## src/rtl/mem_port_arbiter.sv

```systemverilog
`default_nettype none
// ============================================================================
// Module   : mem_port_arbiter
// Brief    : Arbitrates fetch and MA-stage accesses onto one single-port
//            memory and produces the pipeline stall/flush enables.
// Revision : 1.0
// ============================================================================
module mem_port_arbiter #(
    parameter int ADDR_W  = 32,
    parameter int DATA_W  = 32,
    parameter int TIMEOUT = 15
) (
    input  logic              clk,
    input  logic              rst_n,
    input  logic              if_req,
    input  logic [ADDR_W-1:0] if_addr,
    output logic              if_ack,
    output logic [DATA_W-1:0] if_rdata,
    input  logic              ma_req,
    input  logic              ma_we,
    input  logic [3:0]        ma_be,
    input  logic [ADDR_W-1:0] ma_addr,
    input  logic [DATA_W-1:0] ma_wdata,
    output logic              ma_ack,
    output logic [DATA_W-1:0] ma_rdata,
    output logic              mem_req,
    output logic              mem_we,
    output logic [3:0]        mem_be,
    output logic [ADDR_W-1:0] mem_addr,
    output logic [DATA_W-1:0] mem_wdata,
    input  logic              mem_ack,
    input  logic [DATA_W-1:0] mem_rdata,
    output logic              ena_fetch,
    output logic              ena_ifid,
    output logic              ena_idex,
    output logic              ena_exma,
    output logic              ena_mawb,
    output logic              flush_ifid,
    output logic              err
);

    localparam int CNT_W = $clog2(TIMEOUT + 1);

    localparam logic [2:0] c_IDLE    = 3'd0;
    localparam logic [2:0] c_BUSY_IF = 3'd1;
    localparam logic [2:0] c_BUSY_MA = 3'd2;
    localparam logic [2:0] c_DONE    = 3'd3;
    localparam logic [2:0] c_ERR     = 3'd4;

    localparam logic c_GNT_IF = 1'b0;
    localparam logic c_GNT_MA = 1'b1;

    localparam logic [CNT_W-1:0] c_CNT_LAST = CNT_W'(TIMEOUT - 1);

    logic [2:0]       r_state;
    logic [2:0]       w_state_nxt;
    logic [CNT_W-1:0] r_cnt;
    logic             r_last_grant;
    logic             w_grant_if;
    logic             w_grant_ma;
    logic             w_busy;

    assign w_busy = (r_state == c_BUSY_IF) || (r_state == c_BUSY_MA);

    // On a tie the requester that did not win the previous grant goes first.
    always_comb begin
        w_state_nxt = r_state;
        w_grant_if  = 1'b0;
        w_grant_ma  = 1'b0;
        case (r_state)
            c_IDLE: begin
                if (ma_req && (!if_req || (r_last_grant == c_GNT_IF))) begin
                    w_state_nxt = c_BUSY_MA;
                    w_grant_ma  = 1'b1;
                end else if (if_req) begin
                    w_state_nxt = c_BUSY_IF;
                    w_grant_if  = 1'b1;
                end
            end
            c_BUSY_IF, c_BUSY_MA: begin
                if (mem_ack) begin
                    w_state_nxt = c_DONE;
                end else if (r_cnt == c_CNT_LAST) begin
                    w_state_nxt = c_ERR;
                end
            end
            c_DONE:  w_state_nxt = c_IDLE;
            c_ERR:   w_state_nxt = c_ERR;
            default: w_state_nxt = c_IDLE;
        endcase
    end

    always_ff @(posedge clk) begin
        if (!rst_n) begin
            r_state      <= c_IDLE;
            r_cnt        <= '0;
            r_last_grant <= c_GNT_IF;
            mem_req      <= 1'b0;
            mem_we       <= 1'b0;
            mem_be       <= 4'b0000;
            mem_addr     <= '0;
            mem_wdata    <= '0;
            if_ack       <= 1'b0;
            ma_ack       <= 1'b0;
            if_rdata     <= '0;
            ma_rdata     <= '0;
            err          <= 1'b0;
        end else begin
            r_state <= w_state_nxt;
            if_ack  <= 1'b0;
            ma_ack  <= 1'b0;
            if (w_grant_ma) begin
                mem_req      <= 1'b1;
                mem_we       <= ma_we;
                mem_be       <= ma_be;
                mem_addr     <= ma_addr;
                mem_wdata    <= ma_wdata;
                r_cnt        <= '0;
                r_last_grant <= c_GNT_MA;
            end else if (w_grant_if) begin
                mem_req      <= 1'b1;
                mem_we       <= 1'b0;
                mem_be       <= 4'b1111;
                mem_addr     <= if_addr;
                mem_wdata    <= '0;
                r_cnt        <= '0;
                r_last_grant <= c_GNT_IF;
            end else if (w_busy) begin
                if (mem_ack) begin
                    mem_req <= 1'b0;
                    if (r_state == c_BUSY_IF) begin
                        if_ack   <= 1'b1;
                        if_rdata <= mem_rdata;
                    end else begin
                        ma_ack   <= 1'b1;
                        ma_rdata <= mem_rdata;
                    end
                end else begin
                    r_cnt <= r_cnt + CNT_W'(1);
                    if (w_state_nxt == c_ERR) begin
                        mem_req <= 1'b0;
                        err     <= 1'b1;
                    end
                end
            end
        end
    end

    // A pending data access stalls the whole pipe; a pending fetch only
    // bubbles IF/ID so the younger stages keep draining.
    always_comb begin
        ena_fetch  = 1'b1;
        ena_ifid   = 1'b1;
        ena_idex   = 1'b1;
        ena_exma   = 1'b1;
        ena_mawb   = 1'b1;
        flush_ifid = 1'b0;
        if ((r_state == c_ERR) || (ma_req && !ma_ack)) begin
            ena_fetch = 1'b0;
            ena_ifid  = 1'b0;
            ena_idex  = 1'b0;
            ena_exma  = 1'b0;
            ena_mawb  = 1'b0;
        end else if (if_req && !if_ack) begin
            ena_fetch  = 1'b0;
            flush_ifid = 1'b1;
        end
    end

endmodule
`default_nettype wire
```

## config.mk

```make
export PLATFORM = sky130hd
export DESIGN_NAME = mem_port_arbiter
export DESIGN_NICKNAME = d
export VERILOG_FILES = /design/src/rtl/mem_port_arbiter.sv
export SDC_FILE = /design/constraint.sdc
export NUM_CORES = 1
export LEC_CHECK = 0
export ABC_AREA = 1
export BUFFER_PORTS_ARGS = -buffer_cell sky130_fd_sc_hd__buf_4
export CAP_MARGIN = 20
export CORE_MARGIN = 3
export CORE_UTILIZATION = 30
export DETAILED_ROUTE_END_ITERATION = 8
export HOLD_SLACK_MARGIN = 0.1
export MAX_ROUTING_LAYER = met4
export PLACE_DENSITY_LB_ADDON = 0.15
export SLEW_MARGIN = 40
export SYNTH_ARGS = -nofsm -noshare
export SYNTH_HDL_FRONTEND = slang
export SYNTH_SLANG_ARGS = --single-unit
```

## constraint.sdc

```tcl
create_clock -name clk -period 2.2 [get_ports clk]
set_clock_uncertainty 0.15 [all_clocks]
set_input_delay 0.22 -clock clk [delete_from_list [all_inputs] [get_ports clk]]
set_output_delay 0.22 -clock clk [all_outputs]
set_load 0.01 [all_outputs]
```

==> flow_summary.toml, run 1 <==
[timing]
rsz0062_at_grt = "no"
worst_pin_slew_ns = 0.607
drv_slew = 0
setup_viol = 0
tns_ns = 0
slew_headroom_pct = 59.5
holdWs_ns = 0.217
clock.fmax_mhz = 495
hold_viol = 0
layout_min_cycle_time_ns = 2.02
min_period_over_period_pct = 91.8

[global_route]
grtUsageTotal_pct = 19.4
grt_max_degree = 72
grt-ovfl-total = 0
antenna_found_initial = 0
grt_pass1_wl_um = 33200
grt_pass1_vias = 6579

[cells_and_area]
drive_above_1_share_pct = 27.5
final_common_cell = "buf_4"
area_growth_pct = 70.9
final_nets = 1348
n_antenna_cell = 0
final_cell_mix = "buf_4 (287), nand2_1 (163), nor2_1 (148), dfxtp_1 (145), dlygate4sd3_1 (137)"
finish.instance_area_um2 = 10200

[die]
die_area_um2 = 21700
rows = 51
start_util_pct = 30.6
die_w_um = 147
ioPinCount = 281
coreArea_um2 = 19500
die_h_um = 147

[cts]
path_clk_slew_ns = 0.06
cts_made_buffers = 17
clk_path_buf_depth = 2
cts-root-buf = "clkbuf_16"
clk_latency_ns = 0.41
cts_tree = "built"
postCtsSetupRepairBufs = 0
cts.htree.levels = 4
cts_sinks = 145

[placed_design]
portBuffers = 280
placed_area_um2 = 8250
place_congestion = 0.797
hpwlAfterDp_um = 13500

[synth]
syn-cell-area_um2 = 5980
syn_area_per_cell_um2 = 7.38
synth_nets = 951
yosysSeqAreaShare_pct = 48.5
synth_cells = 811
ys_types = 22
yosys_warnings = 0
ys_ff_latch = 145

[detailed_routing]
drt_iter0_markers = 256
wl_per_cell_um = 13.8
viasPerCell = 4.42
drt_pass1_iterations = 4
antenna_left = 0
drc = 0
routed_wl_um = 20400
vias = 6570

[setup_path]
slowest_stage = "dlygate4sd3_1"
cpLargestDelayFamily = "buffers and inverters"
slowest_delay_ns = 0.55
end_kind = "register"
cp-start-kind = "register"
path_max_fanout = 31
worstPathCellList = "nor2_2 -> nand2_2 -> buf_6 -> o21bai_1 -> nand2_1 -> dlygate4sd3_1 -> nor2_1 -> nor2_1"
critPathBufInv = 2
crit_arrival_ns = 2.18
critPathRequiredTime_ns = 2.36
worst-setup-path-type = "reg2reg"
cpMostUsedCell = "nor2_1"

[power_and_ir_drop]
vdd_ir_drop_max_mv = 0.487
leakagePower_nw = 4.98
p_per_area_nw_per_um2 = 771

[hold_path]
hold_class = "in2reg"

[run_status]
status = "complete, no violations"

[job]
maxCapViolCount = 0
## Yosys cell counts (all sizes together)
master | n | share of area (%)
a21boi | 1 | 0.13
inv | 81 | 5.1
nor2 | 152 | 10
nor3 | 2 | 0.17
ha | 2 | 0.42
a21oi | 39 | 3.3
buf | 31 | 3.6
clkbuf | 22 | 1.4
nand4 | 2 | 0.21
nand3 | 37 | 3.1
o21ai | 69 | 5.8
o21bai | 62 | 7.8
xor2 | 1 | 0.15
dfxtp | 145 | 49
nand2 | 165 | 10
## per-stage QoR
step,setup slack [ns],power [mW],util [%],instances
floorplan,0.769,4.02,-,811
global placement,0.476,4.84,42.2,1316
detailed placement,0.488,4.86,42.2,1316
CTS,0.101,7.95,52.2,1485
global route,0.0202,8.33,52.4,1486
finish,0.180,7.88,52.4,1486
## routing by layer
metal / global-route usage [%] / vias up / routed length, µm
li1: - / 3343 / -
met1: 23.6 / 2954 / 9020
met2: 31.7 / 236 / 9620
met3: 4.57 / 37 / 1190
met4: 7.08 / 0 / 611
met5: - / - / 0
## worst reg2reg max path: stages, from the launching register on
cell,delay (ns)
dfxtp_1,0.36
nor2_2,0.15
nand2_2,0.10
buf_6,0.20
o21bai_1,0.18
nand2_1,0.06
dlygate4sd3_1,0.55
nor2_1,0.11
nor2_1,0.05
## logic make-up (layout without fill, tap and decap cells)
family / Yosys count / after routing / share of synthesized area [%]
compound gates: 171 / 171 / 17.0
xor+xnor: 1 / 1 / 0.146
fa+ha+maj: 2 / 2 / 0.418
flops: 145 / 145 / 48.5
simple gates: 358 / 358 / 23.9
buf+inv: 134 / 544 / 10.0
## flip-flops by register name, summed over array words and instances, names as in the netlist
register	count
mem_wdata	32
ma_rdata	32
r_last_grant	1
mem_addr	32
r_cnt	4
r_state	3
if_ack	1
mem_we	1
ma_ack	1
err	1
if_rdata	32
mem_req	1
mem_be	4
## report_power, final
| part | switching, mW | leakage (nW) | internal [mW] |
|---|---|---|---|
| combinational | 1.01 | 3.52 | 1.03 |
| sequential | 0.149 | 1.19 | 2.90 |
| clock | 1.20 | 0.267 | 1.60 |
## final cells by class
type,instances,area (µm²)
Fill cell,1915,9300
Clock inverter,14,133
Clock buffer,18,439
Timing Repair Buffer,431,3630
Inverter,81,304
Sequential cell,145,2900
Tap cell,265,332
Multi-Input combinational cell,532,2490
## path summary, 6_finish.rpt
check	from	end	slack [ns]	depth (start not counted)
worst min register to register	ma_rdata[9]	ma_rdata[9]	0.29	2
worst min-delay path	if_req	mem_be[3]	0.22	5
worst max-delay path	r_state[1]	mem_addr[5]	0.18	8
worst max register to register	r_state[1]	mem_addr[5]	0.18	8
## timing repair
item | in CTS | in global routing
hold buffers | 137 | 0
setup endpoints to repair | 0 | 27
hold endpoints to repair | 145 | 0
resized for setup | 0 | 4
No activity file was read; power rests on OpenSTA's default activity.
==> run 2, diff against run 1 <==
--- a/config.mk
+++ b/config.mk
@@ -12,7 +12,6 @@
 export CORE_UTILIZATION = 30
 export DETAILED_ROUTE_END_ITERATION = 8
 export HOLD_SLACK_MARGIN = 0.1
-export MAX_ROUTING_LAYER = met4
 export PLACE_DENSITY_LB_ADDON = 0.15
 export SLEW_MARGIN = 40
 export SYNTH_ARGS = -nofsm -noshare
==> flow_summary.toml, run 2 (same netlist as run 1, synthesis figures left out) <==
[setup_path]
cpMostUsedCell = "nor2_1"
worstPathCellList = "nor2_2 -> nand2_2 -> buf_6 -> o21bai_1 -> nand2_1 -> dlygate4sd3_1 -> nor2_1 -> nor2_1"
critPathBufInv = 2
path_max_fanout = 31
end_kind = "register"
critPathRequiredTime_ns = 2.36
worst-setup-path-type = "reg2reg"
cpLargestDelayFamily = "buffers and inverters"
r2r_setup_slack_ns = 0.18
slowest_delay_ns = 0.55
cp-start-kind = "register"
crit_arrival_ns = 2.18
slowest_stage = "dlygate4sd3_1"

[cells_and_area]
final_common_cell = "buf_4"
area_growth_pct = 70.9
n_antenna_cell = 0
final_nets = 1348
drive_above_1_share_pct = 27.5
final_cell_mix = "buf_4 (287), nand2_1 (163), nor2_1 (148), dfxtp_1 (145), dlygate4sd3_1 (137)"
final_cells = 1486

[cts]
cts_tree = "built"
clk_path_buf_depth = 2
path_clk_slew_ns = 0.06
clk_latency_ns = 0.41
cts-root-buf = "clkbuf_16"
cts_made_buffers = 17
postCtsSetupRepairBufs = 0
cts_sinks = 145
cts.htree.levels = 4

[timing]
min_period_over_period_pct = 92.0
hold_viol = 0
layout_min_cycle_time_ns = 2.02
slew_headroom_pct = 59.3
tns_ns = 0
setup_viol = 0
rsz0062_at_grt = "no"
drv_slew = 0
layout_setup_ws_ns = 0.176
clock.fmax_mhz = 494
holdWs_ns = 0.218
worst_pin_slew_ns = 0.610

[global_route]
antenna_found_initial = 0
grtUsageTotal_pct = 18.9
grt-ovfl-total = 0
grt_pass1_wl_um = 33200
grt_pass1_vias = 6569
grt_max_degree = 72

[die]
coreArea_um2 = 19500
rows = 51
die_h_um = 147
ioPinCount = 281
die_area_um2 = 21700
die_w_um = 147
start_util_pct = 30.6

[placed_design]
portBuffers = 280
pre_cts_ws_ns = 0.488
dp.cells = 1316
hpwlAfterDp_um = 13500
place_congestion = 0.786

[detailed_routing]
drc = 0
routed_wl_um = 20500
wl_per_cell_um = 13.8
vias = 6562
drt_iter0_markers = 237
viasPerCell = 4.42
antenna_left = 0
drt_pass1_iterations = 5

[hold_path]
hold_class = "in2reg"

[run_status]
status = "complete, no violations"

[power_and_ir_drop]
p_per_area_nw_per_um2 = 771
vdd_ir_drop_max_mv = 0.485
leakagePower_nw = 4.98

[job]
maxCapViolCount = 0
## run 2: what timing repair did
item,in CTS,in global routing
endpoints found under the hold margin,145,0
endpoints found under the setup margin,0,27
hold buffers,137,0
resized for setup,0,4
## run 2: where the power goes
group	switching, mW	internal, mW
Combinational	1.01	1.03
Sequential	0.149	2.90
Clock	1.19	1.60
## run 2: worst register-to-register path, cell delays in order, from the launching register on
cell	delay, ns
dfxtp_1	0.36
nor2_2	0.15
nand2_2	0.10
buf_6	0.20
o21bai_1	0.18
nand2_1	0.06
dlygate4sd3_1	0.55
nor2_1	0.11
nor2_1	0.05
## run 2: through the flow
stage / cell area [µm²] / util, % / total power, mW
5_1_grt: 10200 / 52.4 / 8.33
6_report: 10200 / 52.4 / 7.88
3_3_place_gp: 8250 / 42.2 / 4.84
3_5_place_dp: 8250 / 42.2 / 4.86
2_1_floorplan: 5980 / - / 4.02
4_1_cts: 10200 / 52.2 / 7.95
## run 2: worst paths after layout
path | from | endpoint | cells after the start
worst min-delay path | if_req | mem_be[3] | 5
worst max register to register | r_state[1] | mem_addr[5] | 8
worst max-delay path | r_state[1] | mem_addr[5] | 8
worst min register to register | ma_rdata[9] | ma_rdata[9] | 2
## run 2: metal layers
| layer | share of wire, % | up-vias | GRT usage (%) |
|---|---|---|---|
| met2 | 47 | 205 | 31.7 |
| met4 | 3.0 | 0 | 8.06 |
| met1 | 43 | 2977 | 23.1 |
| met3 | 6.5 | 36 | 4.63 |
| li1 | - | 3344 | - |
| met5 | 0 | - | 0 |
## run 2: final cells by class
| type | instances | area, µm² |
|---|---|---|
| clock buffers | 18 | 439 |
| fillers | 1915 | 9300 |
| well taps | 265 | 332 |
| multi-input cells | 532 | 2490 |
| inverters | 81 | 304 |
| clock inverters | 14 | 133 |
| repair buffers | 431 | 3630 |
| flip-flops and latches | 145 | 2900 |
==> run 3, diff against run 2 <==
--- a/config.mk
+++ b/config.mk
@@ -10,6 +10,7 @@
 export CAP_MARGIN = 20
 export CORE_MARGIN = 3
 export CORE_UTILIZATION = 30
+export CTS_BUF_LIST = sky130_fd_sc_hd__clkbuf_8
 export DETAILED_ROUTE_END_ITERATION = 8
 export HOLD_SLACK_MARGIN = 0.1
 export PLACE_DENSITY_LB_ADDON = 0.15
==> flow_summary.toml, run 3 (same netlist as run 1, synthesis figures left out) <==
[setup_path]
r2r-end = "mem_addr[12]"
cpMostUsedCell = "nand2_1"
r2r_setup_slack_ns = 0.20
critPathBufInv = 5
worst-setup-path-type = "in2reg"
cp-start-kind = "input pin"
path_max_fanout = 32
worst-r2r-cell-count = 9
crit_arrival_ns = 2.33
end_kind = "register"
critPathRequiredTime_ns = 2.44
slowest_stage = "dlygate4sd3_1"
worstPathCellList = "dlygate4sd3_1 -> buf_4 -> nand2_1 -> nand2_1 -> inv_1 -> buf_12 -> nand3_1 -> nand2_1 -> dlygate4sd3_1 -> nor2_1 -> nor2_1"
slowest_delay_ns = 0.54
r2r-start = "r_state[0]"
cpLargestDelayFamily = "buffers and inverters"

[die]
rows = 51
die_area_um2 = 21700
die_w_um = 147
die_h_um = 147
coreArea_um2 = 19500
ioPinCount = 281
start_util_pct = 30.6

[run_status]
status = "complete, no violations"

[cts]
cts-root-buf = "clkbuf_8"
clk_path_buf_depth = 2
cts_made_buffers = 17
cts_tree = "built"
clk_latency_ns = 0.43
postCtsSetupRepairBufs = 0
cts_sinks = 145
cts.htree.levels = 4
path_clk_slew_ns = 0.09

[global_route]
grt_pass1_wl_um = 33300
grt-ovfl-total = 0
grt_max_degree = 72
grt_pass1_vias = 6615
grtUsageTotal_pct = 18.9
antenna_found_initial = 0

[timing]
min_period_over_period_pct = 95.0
layout_min_cycle_time_ns = 2.09
tns_ns = 0
drv_slew = 0
worst_pin_slew_ns = 0.597
rsz0062_at_grt = "no"
setup_viol = 0
slew_headroom_pct = 60.2
clock.fmax_mhz = 479
hold_viol = 0

[power_and_ir_drop]
leakagePower_nw = 4.88
vdd_ir_drop_max_mv = 0.434
p_per_area_nw_per_um2 = 704
power_mw = 7.06

[hold_path]
whs_path_depth = 5
hp-start = "ma_req"
hold_end = "mem_be[3]"
hold_class = "in2reg"

[detailed_routing]
routed_wl_um = 20500
drt_pass1_iterations = 4
drt-met1-wl_um = 8950
dr_wl_met2_um = 9570
met3_length_um = 1220
drc = 0
drt_iter0_markers = 249
top_layer = "met4"
vias = 6542
viasPerCell = 4.41
wl_per_cell_um = 13.8
antenna_left = 0

[placed_design]
portBuffers = 280
place_congestion = 0.786
placed_area_um2 = 8250
hpwlAfterDp_um = 13500

[job]
maxCapViolCount = 0

[cells_and_area]
final_common_cell = "buf_4"
final_cell_mix = "buf_4 (287), nand2_1 (163), nor2_1 (147), dfxtp_1 (145), dlygate4sd3_1 (136)"
finish.instance_area_um2 = 10000
fill_cells = 1939
n_antenna_cell = 0
area_growth_pct = 67.7
drive_above_1_share_pct = 27.6
final_nets = 1347
run 3: timing repair:
item,CTS,global route
hold endpoints to repair,145,0
hold buffers,136,0
endpoints found under the setup margin,0,14
resized for setup,0,7
run 3: worst max-delay path by stage:
| stage | end | cells after the start | start |
|---|---|---|---|
| after floorplan | ena_idex | 7 | r_state[1] |
| after global placement | mem_addr[31] | 7 | if_req |
| after detailed placement | mem_wdata[11] | 9 | if_req |
| after CTS | mem_addr[12] | 11 | if_req |
| after global routing | mem_addr[10] | 10 | if_req |
| final | mem_addr[7] | 11 | if_req |
run 3: worst register-to-register path: cells and delay by family (launching register included):
kind,cells,cell delay (ns)
flip-flops,1,0.35
buffers and inverters,3,0.90
AND/OR/NAND/NOR,6,0.54
run 3: final cells by class:
| cell class | count | area [µm²] | share of cell area (%) |
|---|---|---|---|
| Tap cell | 265 | 332 | 3.31 |
| Clock inverter | 14 | 133 | 1.32 |
| Timing Repair Buffer | 430 | 3620 | 36.1 |
| Multi-Input combinational cell | 532 | 2490 | 24.8 |
| Inverter | 81 | 304 | 3.03 |
| Sequential cell | 145 | 2900 | 28.9 |
| Clock buffer | 18 | 248 | 2.47 |
run 3: power breakdown:
| part | switching [mW] | internal, mW |
|---|---|---|
| Sequential | 0.148 | 2.90 |
| Combinational | 1.00 | 0.979 |
| Clock | 1.09 | 0.937 |
| Total | 2.24 | 4.82 |
run 3: through the flow:
stage          hold WS [ns]  instances  util (%)  setup slack, ns
5_1_grt               0.247       1485      51.4           0.0136
6_report              0.226       1485      51.4            0.111
3_3_place_gp          0.264       1316      42.2            0.476
3_5_place_dp          0.269       1316      42.2            0.488
4_1_cts               0.173       1484      51.2           0.0271
2_1_floorplan         0.180        811         -            0.769
run 3: metal layers:
layer | vias up | GRT usage [%]
li1 | 3338 | -
met1 | 2945 | 23.0
met2 | 209 | 31.5
met3 | 50 | 5.15
met4 | 0 | 8.57
met5 | - | 0
